$ cat src/rtl/sysarr_pkg.sv
// Shared definitions for the systolic-array memory sequencers (mem_read, mem_write):
// the sequencer FSM state encoding and the bank depth / address width helpers.
package sysarr_pkg;

    // state    | meaning
    // ST_IDLE  | waiting for start
    // ST_READ  | issuing addresses 0..DEPTH-1 to all banks
    // ST_DRAIN | flushing BRAM latency and lane skew stages
    typedef enum logic [1:0] {
        ST_IDLE  = 2'd0,
        ST_READ  = 2'd1,
        ST_DRAIN = 2'd2
    } state_t;

    // Words per bank when an m x m matrix is striped across n banks.
    function automatic int bank_depth(input int m, input int n);
        return (m * m) / n;
    endfunction

    // Address width for a bank of the given depth; never narrower than one bit.
    function automatic int addr_width(input int depth);
        return (depth > 1) ? $clog2(depth) : 1;
    endfunction

endpackage

$ cat src/rtl/mem_read_if.sv
// Handshake and BRAM-side bus of the mem_read sequencer.
// master: the environment (drives start and BRAM read data)
// slave : the mem_read sequencer
interface mem_read_if #(
    parameter int D_W = 8,
    parameter int N   = 3,
    parameter int AW  = 4
);
    logic                   start;
    logic                   busy;
    logic                   done;
    logic [N-1:0]           rd_en_bram;
    logic [N-1:0][AW-1:0]   rd_addr_bram;
    logic [N-1:0][D_W-1:0]  rd_data_bram;
    logic [N-1:0]           out_valid;
    logic [N-1:0][D_W-1:0]  out_data;

    modport master (
        output start, rd_data_bram,
        input  busy, done, rd_en_bram, rd_addr_bram, out_valid, out_data
    );

    modport slave (
        input  start, rd_data_bram,
        output busy, done, rd_en_bram, rd_addr_bram, out_valid, out_data
    );
endinterface

$ cat src/rtl/mem_read_lane_delay.sv
// lane_delay: DLY-stage valid/data delay line for one output lane.
// DLY = 0 is a combinational pass-through. Data is zeroed whenever valid is low,
// so the output data is 0 whenever the output valid is 0.
module lane_delay #(
    parameter int D_W = 8,
    parameter int DLY = 0
) (
    input  logic           clk,
    input  logic           rst,
    input  logic           i_valid,
    input  logic [D_W-1:0] i_data,
    output logic           o_valid,
    output logic [D_W-1:0] o_data
);
    logic [D_W-1:0] w_data_m;

    assign w_data_m = i_valid ? i_data : '0;

    generate
        if (DLY == 0) begin : g_pass
            logic w_unused_clk_rst;
            assign w_unused_clk_rst = &{1'b0, clk, rst};
            assign o_valid = i_valid;
            assign o_data  = w_data_m;
        end else begin : g_dly
            logic [DLY-1:0]          r_valid;
            logic [DLY-1:0][D_W-1:0] r_data;

            // Shift valid and masked data one stage per clock.
            always_ff @(posedge clk or negedge rst) begin
                if (!rst) begin
                    r_valid <= '0;
                    r_data  <= '0;
                end else begin
                    r_valid[0] <= i_valid;
                    r_data[0]  <= w_data_m;
                    for (int i = 1; i < DLY; i++) begin
                        r_valid[i] <= r_valid[i-1];
                        r_data[i]  <= r_data[i-1];
                    end
                end
            end

            assign o_valid = r_valid[DLY-1];
            assign o_data  = r_data[DLY-1];
        end
    endgenerate
endmodule

$ cat src/rtl/mem_read.sv
// mem_read: reads DEPTH words from each of N BRAM banks in lockstep and presents
// them on N output lanes. Optional macro MEM_READ_SKEW_EN: lane x is skewed by x
// extra cycles (systolic feed) and DRAIN lasts N cycles; otherwise all lanes are
// aligned and DRAIN lasts one cycle.
//
// state    | meaning
// ST_IDLE  | waiting for start; done pulses here for one cycle after a pass
// ST_READ  | rd_en high on all banks, address 0..DEPTH-1 on consecutive cycles
// ST_DRAIN | rd_en low, address 0, last words ripple out of the lanes
module mem_read
    import sysarr_pkg::*;
#(
    parameter int D_W = 8,
    parameter int N   = 3,
    parameter int M   = 6
) (
    input  logic     clk,
    input  logic     rst,
    mem_read_if.slave bus
);
    localparam int DEPTH = bank_depth(M, N);
    localparam int AW    = addr_width(DEPTH);
`ifdef MEM_READ_SKEW_EN
    localparam int SKEW = 1;
`else
    localparam int SKEW = 0;
`endif
    localparam int DRAIN_LEN = (SKEW != 0) ? N : 1;
    localparam int DCW       = $clog2(DRAIN_LEN) + 1;

    state_t          r_state;
    state_t          w_state_nxt;
    logic [AW-1:0]   r_addr;
    logic [DCW-1:0]  r_drain_cnt;
    logic            r_done;
    logic [N-1:0]    r_rd_en_d1;
    logic            w_addr_last;
    logic            w_drain_tc;
    logic            w_reading;

    assign w_addr_last = (r_addr == AW'(DEPTH - 1));
    assign w_drain_tc  = (r_drain_cnt == '0);
    assign w_reading   = (r_state == ST_READ);

    // State register.
    always_ff @(posedge clk or negedge rst) begin
        if (!rst) r_state <= ST_IDLE;
        else      r_state <= w_state_nxt;
    end

    // Next-state logic; start is only looked at in IDLE.
    always_comb begin
        w_state_nxt = r_state;
        case (r_state)
            ST_IDLE:  if (bus.start)  w_state_nxt = ST_READ;
            ST_READ:  if (w_addr_last) w_state_nxt = ST_DRAIN;
            ST_DRAIN: if (w_drain_tc)  w_state_nxt = ST_IDLE;
            default:                   w_state_nxt = ST_IDLE;
        endcase
    end

    // Address counter: counts during READ, back to 0 at the end of a pass and outside READ.
    always_ff @(posedge clk or negedge rst) begin
        if (!rst)           r_addr <= '0;
        else if (w_reading) r_addr <= w_addr_last ? '0 : r_addr + 1'b1;
        else                r_addr <= '0;
    end

    // Drain down-counter: loaded while reading, terminal count ends DRAIN.
    always_ff @(posedge clk or negedge rst) begin
        if (!rst)                                      r_drain_cnt <= '0;
        else if (w_reading)                            r_drain_cnt <= DCW'(DRAIN_LEN - 1);
        else if (r_state == ST_DRAIN && !w_drain_tc)   r_drain_cnt <= r_drain_cnt - 1'b1;
    end

    // done pulses in the cycle after the last DRAIN cycle.
    always_ff @(posedge clk or negedge rst) begin
        if (!rst) r_done <= 1'b0;
        else      r_done <= (r_state == ST_DRAIN) && w_drain_tc;
    end

    // Read enable delayed by the BRAM latency marks valid read data.
    always_ff @(posedge clk or negedge rst) begin
        if (!rst) r_rd_en_d1 <= '0;
        else      r_rd_en_d1 <= bus.rd_en_bram;
    end

    assign bus.rd_en_bram   = {N{w_reading}};
    assign bus.rd_addr_bram = w_reading ? {N{r_addr}} : '0;
    assign bus.busy         = (r_state != ST_IDLE);
    assign bus.done         = r_done;

    generate
        for (genvar x = 0; x < N; x++) begin : g_lane
            lane_delay #(
                .D_W (D_W),
                .DLY (x * SKEW)
            ) u_lane_delay (
                .clk     (clk),
                .rst     (rst),
                .i_valid (r_rd_en_d1[x]),
                .i_data  (bus.rd_data_bram[x]),
                .o_valid (bus.out_valid[x]),
                .o_data  (bus.out_data[x])
            );
        end
    endgenerate
endmodule

$ cat src/flat_wrapper.sv
// flat-port wrapper written by rule: the top's interface ports become plain ports
module mem_read_flat import sysarr_pkg::*;
#(
    parameter int D_W = 8,
    parameter int N   = 3,
    parameter int M   = 6
)
  (clk, rst, bus_start, bus_rd_data_bram, bus_busy, bus_done, bus_rd_en_bram, bus_rd_addr_bram, bus_out_valid, bus_out_data);
  mem_read_if #(.D_W(D_W), .N(N)) bus_i ();
  input  logic clk;
  input  logic rst;
  input wire logic [$bits(bus_i.start)-1:0] bus_start;
  input wire logic [$bits(bus_i.rd_data_bram)-1:0] bus_rd_data_bram;
  output wire logic [$bits(bus_i.busy)-1:0] bus_busy;
  output wire logic [$bits(bus_i.done)-1:0] bus_done;
  output wire logic [$bits(bus_i.rd_en_bram)-1:0] bus_rd_en_bram;
  output wire logic [$bits(bus_i.rd_addr_bram)-1:0] bus_rd_addr_bram;
  output wire logic [$bits(bus_i.out_valid)-1:0] bus_out_valid;
  output wire logic [$bits(bus_i.out_data)-1:0] bus_out_data;
  assign bus_i.start = bus_start;
  assign bus_i.rd_data_bram = bus_rd_data_bram;
  assign bus_busy = bus_i.busy;
  assign bus_done = bus_i.done;
  assign bus_rd_en_bram = bus_i.rd_en_bram;
  assign bus_rd_addr_bram = bus_i.rd_addr_bram;
  assign bus_out_valid = bus_i.out_valid;
  assign bus_out_data = bus_i.out_data;
  mem_read #(.D_W(D_W), .N(N), .M(M)) u_core (.clk(clk), .rst(rst), .bus(bus_i));
endmodule
$ cat config.mk
export PLATFORM = sky130hd
export DESIGN_NAME = mem_read_flat
export DESIGN_NICKNAME = d
export VERILOG_FILES = /design/src/rtl/sysarr_pkg.sv /design/src/rtl/mem_read_if.sv /design/src/rtl/mem_read_lane_delay.sv /design/src/rtl/mem_read.sv /design/src/flat_wrapper.sv
export SDC_FILE = /design/constraint.sdc
export NUM_CORES = 1
export LEC_CHECK = 0
export ABC_AREA = 1
export ABC_CLOCK_PERIOD_IN_PS = 1400
export BUFFER_PORTS_ARGS = -buffer_cell sky130_fd_sc_hd__buf_2
export CAP_MARGIN = 20
export CORE_UTILIZATION = 35
export DETAILED_ROUTE_END_ITERATION = 10
export PLACE_DENSITY = 0.89
export SLEW_MARGIN = 20
export SYNTH_ARGS = -nofsm -noshare
export SYNTH_HDL_FRONTEND = slang
export SYNTH_SLANG_ARGS = --single-unit
$ cat constraint.sdc
create_clock -name clk -period 1.4 [get_ports clk]
set_input_delay 0.28 -clock clk [delete_from_list [all_inputs] [get_ports clk]]
set_output_delay 0.28 -clock clk [all_outputs]
set_load 0.02 [all_outputs]
* Word level (Yosys, flattened, before mapping)
Cells that the tools add are included.
** Operators by class
- $add $sub $neg :: 2
- Equality and inequality tests :: 6
- Multiplexer cells :: 12
- Bitwise gates (word level) :: 1
- Reduce and logical (&&, ||, !) cells :: 6
** Operators with widths (count)
- $mux W8 :: 3
- $mux W12 :: 1
- $mux W4 :: 2
- $mux W2 :: 3
- $pmux W2 S3 :: 1
- $add A4 B1 Y4 const B :: 1
- $eq A4 B4 Y1 const B :: 1
- $ne A2 B2 Y1 const B :: 2
- $reduce_bool A2 Y1 :: 2
- $reduce_and A3 Y1 :: 1
- $eq A2 B1 Y1 const B :: 1
- $eq A2 B2 Y1 const B :: 1
- $logic_and A1 B1 Y1 :: 2
- $logic_not A2 Y1 :: 1
- $mux W1 :: 2
- $ne A2 B1 Y1 const B :: 1
- $not A1 Y1 :: 1
- $sub A1 B1 Y1 const B :: 1
** Storage, ports and cells
- Bits in registers :: 9
- Bits of input ports :: 27
- Output and inout port bits :: 44
- Logic and storage cells :: 32

* Longest topological paths before layout
Gate-level depths: netlist of run 1.
- Word-level depth :: 4
- Mapped depth :: 5
- Gate-level depth less buffers :: 5

* Hierarchy
A second synthesis of run 1 with hierarchy kept.
** Second synthesis, totals
- Cell total of the unflattened synthesis :: 108
- Area, all modules :: 694.4 um^2
** Modules (own cells, without submodules)
- mem_read :: times used 1, cells each 54, area each 476.7 um^2, sequential area each 225.2 um^2
- lane_delay :: times used 3, cells each 18, area each 72.6 um^2, sequential area each 0.0 um^2

* Worst setup path before layout of run 1
Ideal clock, no wire load.
- Path kind :: reg-to-output
- Start point :: reg u_core.r_state[1]
- End point :: out bus_rd_addr_bram[5]
- Data arrival time :: 1.236 ns
- Required time :: 1.120 ns
- Slack :: -0.116 ns
- Stages on the path, launching flop included :: 5
- Buffers on the path :: 1
- Cell sequence :: dfrtp_1 nor2_4 inv_2 nor2_1 buf_4
** On the way
- Cells in the longest elaborated chain, start to end :: 2
** Ends and longest elaborated chain
- start, declared :: line mem_read.sv:31 : state_t r_state;
- start signal, assigned :: line mem_read.sv:48 : else r_state <= w_state_nxt;
- $eq A2 B1 Y1 :: line mem_read.sv:43 : assign w_reading = (r_state == ST_READ);
- via u_core.w_reading :: line mem_read.sv:39 : logic w_reading;
- $mux W12 :: line mem_read.sv:89 : assign bus.rd_addr_bram = w_reading ? {N{r_addr}} : '0;
- end, declared :: line flat_wrapper.sv:17 : output wire logic [$bits(bus_i.rd_addr_bram)-1:0] bus_rd_addr_bram;
The timed path passes the listed nets, and every way through them passes these cells.

* Final worst setup path of run 1
- Start point :: reg, netlist name u_core.r_rd_en_d1[0]
- End point :: out bus_out_data[12]
** On the way
- Cells in the longest elaborated chain, start to end :: 1
** Ends and longest elaborated chain
- $mux W8 :: line mem_read_lane_delay.sv:17 : assign w_data_m = i_valid ? i_data : '0;
- end, declared :: line flat_wrapper.sv:19 : output wire logic [$bits(bus_i.out_data)-1:0] bus_out_data;
Every way passes these cells.

==> impl_metrics.csv, run 1 <==
group,metric,value,unit
outcome,status,"finished with violations",
outcome,failed_checks,"negative setup slack",
place,place.gp.congestion,0.777,
synth,yosys_warnings,0,
layout,finish.net_count,205,
floorplan,io_pins,71,
worst_setup_path,timing.rr.end,"u_core.r_state[0]$_DFFE_PN0P_",
power,p_leak,0.885,nW
floorplan,fp-row-count,15,
sta,finalCriticalPeriod,1.51,ns
worst_setup_path,crit_path_max_fanout,12,
global_routing,grt_first_pass_wirelength,2.43,mm
routing,drt-initial-drc-count,14,
synth,yosys.cell_types.count,17,
worst_setup_path,timing.rr.start,"u_core.r_state[0]$_DFFE_PN0P_",
layout,multiInputGateArea,332,um2
floorplan,die_width,46.7,um
synth,synth_sequential_area_ratio,32.1,%
worst_setup_path,critical_path.endpoint_type,"output pin",
synth,synth-main-ff-cell,"dfrtp_1",
power,totalPowerFinal,0.00327,W
routing,detail_route.first_pass.iterations,5,
floorplan,chipHeight,46.7,um
sta,timing.fmax,664,MHz
power,peakVddDrop,1530,uV
sta,final.setup_skew,0.00276,ns
worst_setup_path,start_kind,"flip-flop",
worst_setup_path,worst_r2r_path_depth,7,
clocking,htreeDepth,1,
layout,antenna_cells_inserted,0,
floorplan,initial_core_util,38.9,%
floorplan,die_area,2180,um2
flow_run,max-cap-violations,0,
routing,remaining_routing_drc_violations,0,
sta,tightestPinTransition,0.234,ns
sta,fin_ws,-0.106,ns
global_routing,grt_pass1_vias,617,
routing,routed_via_density,4.27,
clocking,cts.root.buffer_cell,"clkbuf_4",
hold_path,hold_crit_depth,5,
layout,layout.area.seq,229,um2
clocking,worstSkewPairLatency,0.27,ns
hold_path,worstHoldStart,"bus_start",
sta,setup_repair_after_global_routing_missed_its_margin,"true",
clocking,cts_num_sinks,9,
layout,flow.area_growth_from_synthesis,102,%
sta,timing.max_slew.rel_slack,84.3,%
worst_setup_path,worst-setup-path-type,"reg2out",
sta,hold-worst-slack,0.363,ns
routing,wire_per_inst,12.9,um
floorplan,floorplan.core_area,1800,um2
clocking,cts_tree,"built",
sta,drv_slew,0,
routing,postRouteWirelength,2.58,mm
synth,synth_enable_flop_cells,0,
layout,drive_above_1_share,63.6,%
synth,syn_area_per_cell,6.43,um2
global_routing,antenna_violations_before_repair,0,
synth,synthesis.instances,109,
routing,antenna_violating_nets_left,0,
power,powerDensity,2310,nW/um2
sta,finalCritPeriodShare,108,%
clocking,clock_tree.buffer_depth,2,
place,numPortBuffers,70,
layout,fillerInstances,111,
place,post-dp-hpwl,1.33,mm
sta,final_hold_viol_count,0,
worst_setup_path,timing.critical_path.required,1.12,ns
synth,netlist_area,701,um2
hold_path,worstHoldEndpoint,"u_core.r_state[0]$_DFFE_PN0P_",
synth,async_flop_share,100,%
clocking,clk_transition_reported_paths,0.06,ns
routing,route.vias.total,859,
sta,setup_viol,38,
synth,ys_ff_latch,9,
synth,synthesized_nets,137,
global_routing,globalRoute.totalOverflow,0,
worst_setup_path,critical_path_at,1.23,ns
global_routing,grt_max_degree,28,
hold_path,hold_class,"in2reg",
clocking,cts_inserted_buffers,3,
worst_setup_path,r2r_slack,0.13,ns
global_routing,total_routing_usage_gr,15.6,%
## stage by stage
step / std cells / area (um2) / util, % / setup slack [ns] / TNS [ns]
2_1_floorplan: 109 / 701 / - / -0.116 / -0.927
3_3_place_gp: 189 / 975 / 54.1 / -0.0137 / -0.0137
3_5_place_dp: 189 / 975 / 54.1 / -0.0174 / -0.0225
4_1_cts: 196 / 1110 / 61.8 / -0.0545 / -0.787
5_1_grt: 201 / 1420 / 78.6 / -0.142 / -4.25
6_report: 201 / 1420 / 78.6 / -0.106 / -2.59
## kinds of logic after synthesis
kind of cell	synth area share (%)
xor gates and xnor gates	2.50
and+or+nand+nor	27.0
DFF	32.1
AOI/OAI and AO/OA	1.43
adders and majority gates	1.79
buffers and inverters	35.2
## worst max-delay path, cell delays in order (launching register included)
cell,delay (ns)
dfrtp_4,0.53
buf_12,0.16
nand2_1,0.07
inv_1,0.05
buf_2,0.15
## cell usage in the layout (no fill, tap or decap), types with 2 or more instances in the layout
cell	n
nand2_2	2
buf_12	2
buf_6	29
buf_4	13
nor2_1	4
o21ai_1	2
inv_2	11
inv_1	23
nand3_1	2
dfrtp_1	8
clkbuf_4	3
nand2_4	8
buf_2	33
nand2_1	18
nor2_4	6
## registers in the layout, indices dropped and copies added, names as in the netlist
signal	flops
u_core.r_addr	4
u_core.r_drain_cnt	1
u_core.r_rd_en_d1	1
u_core.r_state	2
u_core.bus.done	1
## worst max-delay path by stage
stage,slack [ns],start,cells after the start,end
finish,-0.11,u_core.r_rd_en_d1[0]$_DFF_PN0_,4,bus_out_data[12]
CTS,-0.05,u_core.r_state[1]$_DFFE_PN0P_,4,bus_rd_addr_bram[11]
detailed placement,-0.02,u_core.r_rd_en_d1[0]$_DFF_PN0_,3,bus_out_data[21]
global placement,-0.01,u_core.r_rd_en_d1[0]$_DFF_PN0_,3,bus_out_data[0]
floorplan,-0.12,u_core.r_state[1]$_DFFE_PN0P_,4,bus_rd_addr_bram[5]
global route,-0.14,u_core.r_rd_en_d1[0]$_DFF_PN0_,4,bus_out_data[12]
## power by group
group / leakage (nW) / switching (W) / internal [W]
Clock: 0.0150 / 0.0000984 / 0.000110
Sequential: 0.111 / 0.0000978 / 0.000350
Combinational: 0.759 / 0.00142 / 0.00120
## routing by layer
metal	wire (um)	global-route usage, %	up-vias
li1	-	-	424
met2	1330	32.2	53
met3	247	3.46	6
met5	0	0	-
met1	938	14.8	376
met4	67	5.14	0
## timing repair
item / in CTS / in global routing
setup buffers: 2 / 4
cloned: 0 / 1
pin swaps: 2 / 0
endpoints found under the hold margin: 9 / 0
endpoints found under the setup margin: 42 / 40
hold buffers: 1 / 0
gates resized for setup: 30 / 80
## cell usage after synthesis, types with 2 or more instances
library cell	instances	area [um2]
dfrtp_1	9	225
buf_4	14	105
inv_2	2	7.51
inv_1	33	124
nand2_1	28	105
nand3_1	2	10.0
buf_2	2	10.0
o21ai_1	2	10.0
nor2_1	9	33.8
## cell type report
class	instances	area share, %
Timing Repair Buffer	79	46.9
Multi-Input combinational cell	49	23.4
Sequential cell	9	16.2
Inverter	35	9.45
Tap cell	25	2.21
Clock buffer	4	1.86
(Power assumes the default switching activity.)
==> run 2, diff against run 1 <==
--- a/config.mk
+++ b/config.mk
@@ -9,9 +9,11 @@
 export ABC_CLOCK_PERIOD_IN_PS = 1400
 export BUFFER_PORTS_ARGS = -buffer_cell sky130_fd_sc_hd__buf_2
 export CAP_MARGIN = 20
-export CORE_UTILIZATION = 35
+export CELL_PAD_IN_SITES_DETAIL_PLACEMENT = 0
+export CELL_PAD_IN_SITES_GLOBAL_PLACEMENT = 2
+export CORE_UTILIZATION = 15
 export DETAILED_ROUTE_END_ITERATION = 10
-export PLACE_DENSITY = 0.89
+export PLACE_DENSITY = 0.88
 export SLEW_MARGIN = 20
 export SYNTH_ARGS = -nofsm -noshare
 export SYNTH_HDL_FRONTEND = slang
==> impl_metrics.csv, run 2 (synthesized netlist as in run 1, its figures left out) <==
group,metric,value,unit
layout,finish.net_count,201,
sta,setup_repair_after_global_routing_missed_its_margin,"true",
sta,timing.max_slew.rel_slack,82.2,%
floorplan,die_width,70.3,um
floorplan,fp-row-count,24,
sta,hold-worst-slack,0.401,ns
clocking,cts_num_sinks,9,
clocking,clock_tree.buffer_depth,2,
worst_setup_path,timing.critical_path.required,1.12,ns
outcome,status,"finished with violations",
layout,flow.area_growth_from_synthesis,67.1,%
sta,tightestPinTransition,0.265,ns
global_routing,grt_first_pass_wirelength,2.53,mm
routing,postRouteWirelength,1.72,mm
worst_setup_path,crit_path_max_fanout,7,
sta,final.setup_skew,0.00346,ns
global_routing,globalRoute.totalOverflow,0,
clocking,htreeDepth,1,
layout,largest_reg_flops,4,
power,powerDensity,2230,nW/um2
layout,antenna_cells_inserted,0,
clocking,cts.root.buffer_cell,"clkbuf_8",
sta,final_hold_viol_count,0,
worst_setup_path,worst-setup-path-type,"reg2out",
layout,most_common_cell_after_layout_fill_and_taps_aside,"buf_2",
routing,routed_via_density,3.49,
layout,finish.utilization,26.5,%
layout,drive_above_1_share,51.2,%
sta,finalCritPeriodShare,101,%
worst_setup_path,max_stage_delay,0.43,ns
clocking,clk_transition_reported_paths,0.05,ns
floorplan,floorplan.core_area,4410,um2
floorplan,initial_core_util,15.9,%
power,p_leak,0.799,nW
routing,drt-initial-drc-count,5,
sta,finalSetupTns,-0.124,ns
routing,remaining_routing_drc_violations,0,
clocking,cts_tree,"built",
floorplan,chipHeight,70.3,um
sta,fin_ws,-0.0187,ns
layout,leading_cell_types_in_the_layout_fill_and_taps_excluded,"buf_2, inv_1, nand2_1",
routing,antenna_violating_nets_left,0,
worst_setup_path,critPathMostFrequentCell,"nor2_4",
routing,wire_per_inst,7.66,um
layout,top_register,"u_core.r_addr",
worst_setup_path,critical_path_at,1.14,ns
global_routing,grt_pass1_vias,645,
floorplan,io_pins,71,
worst_setup_path,start_kind,"flip-flop",
place,place.gp.congestion,0.730,
global_routing,antenna_violations_before_repair,0,
power,peakVddDrop,530,uV
routing,route.vias.total,781,
flow_run,max-cap-violations,0,
clocking,worstSkewPairLatency,0.23,ns
routing,detail_route.first_pass.iterations,3,
clocking,cts_inserted_buffers,3,
global_routing,grt_max_degree,15,
place,post-dp-hpwl,1.43,mm
worst_setup_path,critical_path.endpoint_type,"output pin",
sta,timing.fmax,705,MHz
worst_setup_path,critical-path-slowest-cell,"dfrtp_1",
worst_setup_path,worstPathCellList,"nor2_4 -> inv_4 -> nor2_4 -> buf_4",
floorplan,die_area,4950,um2
sta,setup_viol,9,
place,numPortBuffers,70,
layout,reg_top3,"u_core.r_addr x4, u_core.r_state x2",
sta,drv_slew,0,
hold_path,hold_class,"in2reg",
worst_setup_path,r2r_slack,0.28,ns
global_routing,total_routing_usage_gr,6.45,%
sta,finalCriticalPeriod,1.42,ns
outcome,failed_checks,"negative setup slack",
==> run 2: layout make-up <==
class                   count  area (um2)
clock inverters             1        5.00
multi-input cells          49         262
fillers                   492        3240
well taps                  52        65.1
inverters                  35         134
flip-flops and latches      9         225
repair buffers             75         439
clock buffers               3        41.3
==> run 2: path summary, 6_finish.rpt <==
kind / cells after the start / end / from
min in group asynchronous: 2 / u_core.r_state[1]$_DFFE_PN0P_ / rst
worst min register to register: 1 / u_core.bus.done$_DFF_PN0_ / u_core.r_drain_cnt$_DFFE_PN0P_
worst max register to register: 4 / u_core.r_state[0]$_DFFE_PN0P_ / u_core.r_addr[0]$_DFF_PN0_
worst max-delay path: 4 / bus_rd_addr_bram[8] / u_core.r_state[1]$_DFFE_PN0P_
max in group asynchronous: 2 / u_core.r_addr[1]$_DFF_PN0_ / rst
worst min-delay path: 5 / u_core.r_state[0]$_DFFE_PN0P_ / bus_start
==> run 2: where the power goes <==
group | switching [W] | total (W) | internal, W | leakage (nW)
clock | 0.0000992 | 0.000293 | 0.000194 | 0.0255
sequential | 0.0000639 | 0.000405 | 0.000341 | 0.111
combinational | 0.00118 | 0.00191 | 0.000730 | 0.662
total | 0.00135 | 0.00261 | 0.00126 | 0.799
==> run 2: worst max-delay path, delay by kind of cell (launching register included) <==
kind	cells	cell delay [ns]
simple gates	2	0.24
buf+inv	2	0.23
flops	1	0.43
==> run 2: per-stage QoR <==
stage | worst slack (ns) | power [W] | instance area (um2) | instances
3_3_place_gp | 0.199 | 0.00208 | 1020 | 218
3_5_place_dp | 0.175 | 0.00208 | 1020 | 218
5_1_grt | -0.0730 | 0.00281 | 1170 | 224
2_1_floorplan | -0.116 | 0.00175 | 701 | 109
6_report | -0.0187 | 0.00261 | 1170 | 224
4_1_cts | -0.0215 | 0.00262 | 1160 | 224
==> run 2: repair_timing <==
action	in CTS	in global routing
gates resized for setup	23	5
buffers inserted	1	0
endpoints found under the setup margin	12	16
cloned	0	0
hold buffers	1	0
pin swaps	1	0
endpoints found under the hold margin	9	0
==> run 2: routing by layer <==
layer / GRT usage, % / up-vias / part of all wire [%]
met5: 0 / - / 0
met4: 2.67 / 0 / 0
met3: 2.89 / 0 / 12
met2: 12.2 / 39 / 50
met1: 5.88 / 329 / 38
li1: - / 413 / -
==> run 3, diff against run 2 <==
--- a/config.mk
+++ b/config.mk
@@ -13,6 +13,7 @@
 export CELL_PAD_IN_SITES_GLOBAL_PLACEMENT = 2
 export CORE_UTILIZATION = 15
 export DETAILED_ROUTE_END_ITERATION = 10
+export GPL_TIMING_DRIVEN = 0
 export PLACE_DENSITY = 0.88
 export SLEW_MARGIN = 20
 export SYNTH_ARGS = -nofsm -noshare
==> impl_metrics.csv, run 3 (synthesized netlist as in run 1, its figures left out) <==
group,metric,value,unit
sta,finalCritPeriodShare,106,%
outcome,status,"finished with violations",
worst_setup_path,critical_path_at,1.20,ns
routing,remaining_routing_drc_violations,0,
power,p_comb_share,78.3,%
layout,top_register,"u_core.r_addr",
clocking,cts.root.buffer_cell,"clkbuf_8",
routing,met2RoutedLength,957,um
place,place.gp.congestion,0.656,
layout,antenna_cells_inserted,0,
routing,routed_via_density,3.45,
routing,routed-wl-met3,203,um
floorplan,floorplan.core_area,4410,um2
routing,drt-initial-drc-count,15,
routing,wire_per_inst,7.83,um
sta,finalCriticalPeriod,1.48,ns
sta,tightestPinTransition,0.286,ns
outcome,failed_checks,"negative setup slack",
clocking,cts_tree,"built",
power,totalPowerFinal,0.00333,W
clocking,clock_tree.buffer_depth,2,
routing,postRouteWirelength,1.93,mm
global_routing,grt_max_degree,11,
global_routing,grt_first_pass_wirelength,3.13,mm
layout,most_common_cell_after_layout_fill_and_taps_aside,"buf_2",
worst_setup_path,critical_path.endpoint_type,"output pin",
power,p_switching,0.00150,W
sta,hold-worst-slack,0.397,ns
layout,drive_above_1_share,58.2,%
layout,flow.area_growth_from_synthesis,110,%
worst_setup_path,crit_path_max_fanout,5,
flow_run,max-cap-violations,0,
floorplan,initial_core_util,15.9,%
floorplan,die_width,70.3,um
routing,detail_route.first_pass.iterations,4,
power,power.internal,0.00183,W
routing,top_signal_layer_used,"met3",
place,pre_cts_ws,-0.124,ns
floorplan,die_area,4950,um2
floorplan,io_pins,71,
routing,route.vias.total,848,
power,p_leak,0.946,nW
sta,final.setup_skew,0.00151,ns
place,numPortBuffers,70,
clocking,clk_transition_reported_paths,0.04,ns
sta,final_hold_viol_count,0,
sta,setup_viol,13,
worst_setup_path,timing.critical_path.required,1.12,ns
place,placed_cell_area,1120,um2
layout,reg_top3,"u_core.r_addr x4, u_core.r_state x2",
floorplan,chipHeight,70.3,um
clocking,worstSkewPairLatency,0.23,ns
power,powerDensity,2260,nW/um2
power,power.clock.fraction,8.8,%
sta,setup_repair_after_global_routing_missed_its_margin,"true",
power,p_sw_share,45.0,%
layout,leading_cell_types_in_the_layout_fill_and_taps_excluded,"buf_2, inv_1, buf_6",
worst_setup_path,worst-setup-path-type,"reg2out",
sta,timing.fmax,677,MHz
layout,finish.net_count,223,
clocking,htreeDepth,1,
global_routing,antenna_violations_before_repair,0,
sta,drv_slew,0,
routing,antenna_violating_nets_left,0,
layout,largest_reg_flops,4,
floorplan,fp-row-count,24,
sta,timing.max_slew.rel_slack,80.8,%
clocking,cts_inserted_buffers,3,
sta,fin_ws,-0.0781,ns
global_routing,grt_pass1_vias,742,
global_routing,globalRoute.totalOverflow,0,
power,peakVddDrop,718,uV
clocking,cts_num_sinks,9,
routing,routedLengthMet1,765,um
place,post-dp-hpwl,1.44,mm
hold_path,hold_class,"in2reg",
global_routing,total_routing_usage_gr,7.71,%
layout,design_area,1470,um2
power,seqPwrFrac,12.9,%
worst_setup_path,start_kind,"flip-flop",
-- run 3: cell count changes in the layout (fill, tap and decap cells not counted), moves of 3 or more --
cell	before	now
nand2_1	28	25
nand2_2	0	3
buf_2	55	46
buf_4	16	21
buf_6	3	29
-- run 3: stage by stage --
| stage | setup TNS [ns] | instances | utilization, % |
|---|---|---|---|
| floorplan | -0.927 | 109 | - |
| global placement | -0.646 | 231 | 25.3 |
| detailed placement | -0.885 | 231 | 25.3 |
| CTS | -0.813 | 244 | 31.0 |
| global route | -1.69 | 246 | 33.3 |
| finish | -0.596 | 246 | 33.3 |
-- run 3: worst paths after layout --
check                                                from                              to  slack [ns]  cells past startpoint
setup reg to reg            u_core.r_state[0]$_DFFE_PN0P_   u_core.r_state[0]$_DFFE_PN0P_        0.22                      6
setup / recovery            u_core.r_state[0]$_DFFE_PN0P_             bus_rd_addr_bram[7]       -0.08                      6
max in group asynchronous                             rst  u_core.r_rd_en_d1[0]$_DFF_PN0_        0.78                      2
hold reg to reg            u_core.r_drain_cnt$_DFFE_PN0P_       u_core.bus.done$_DFF_PN0_        0.46                      1
hold / removal                                  bus_start   u_core.r_state[0]$_DFFE_PN0P_        0.40                      5
min in group asynchronous                             rst      u_core.r_addr[3]$_DFF_PN0_        0.42                      2
-- run 3: area by class of cell --
| type | count | area (um2) |
|---|---|---|
| sequential | 9 | 226 |
| tap | 52 | 65.1 |
| clock buffer | 4 | 45.0 |
| inverter | 35 | 136 |
| timing repair buffer | 81 | 582 |
| multi-input combinational | 49 | 274 |
| fill | 474 | 2940 |
| buffer | 16 | 143 |
-- run 3: power groups by stage --
stage / clock network, W / logic [W] / registers [W]
after floorplan: 0 / 0.00134 / 0.000414
after global placement: 0 / 0.00187 / 0.000440
after detailed placement: 0 / 0.00186 / 0.000441
after CTS: 0.000306 / 0.00240 / 0.000420
after global routing: 0.000328 / 0.00281 / 0.000448
final: 0.000293 / 0.00261 / 0.000431
-- run 3: layer usage --
layer | global-route usage, % | up-vias
li1 | - | 463
met1 | 8.41 | 344
met2 | 14.1 | 41
met3 | 3.03 | 0
met4 | 1.33 | 0
met5 | 0 | -
-- run 3: worst max-delay path: stages, from the launching register on --
cell and delay, ns:
dfrtp_1 0.35, inv_2 0.06, nor2_4 0.17, inv_6 0.07, nor2_4 0.11, buf_4 0.12
buf_6 0.10
-- run 3: what timing repair did --
item                                    in CTS  in global routing
hold buffers                                 1                  0
buffers inserted                             8                  1
hold endpoints to repair                     9                  0
pin swaps                                    1                  0
gates resized for setup                     44                 29
cloned                                       0                  1
endpoints found under the setup margin      35                 35
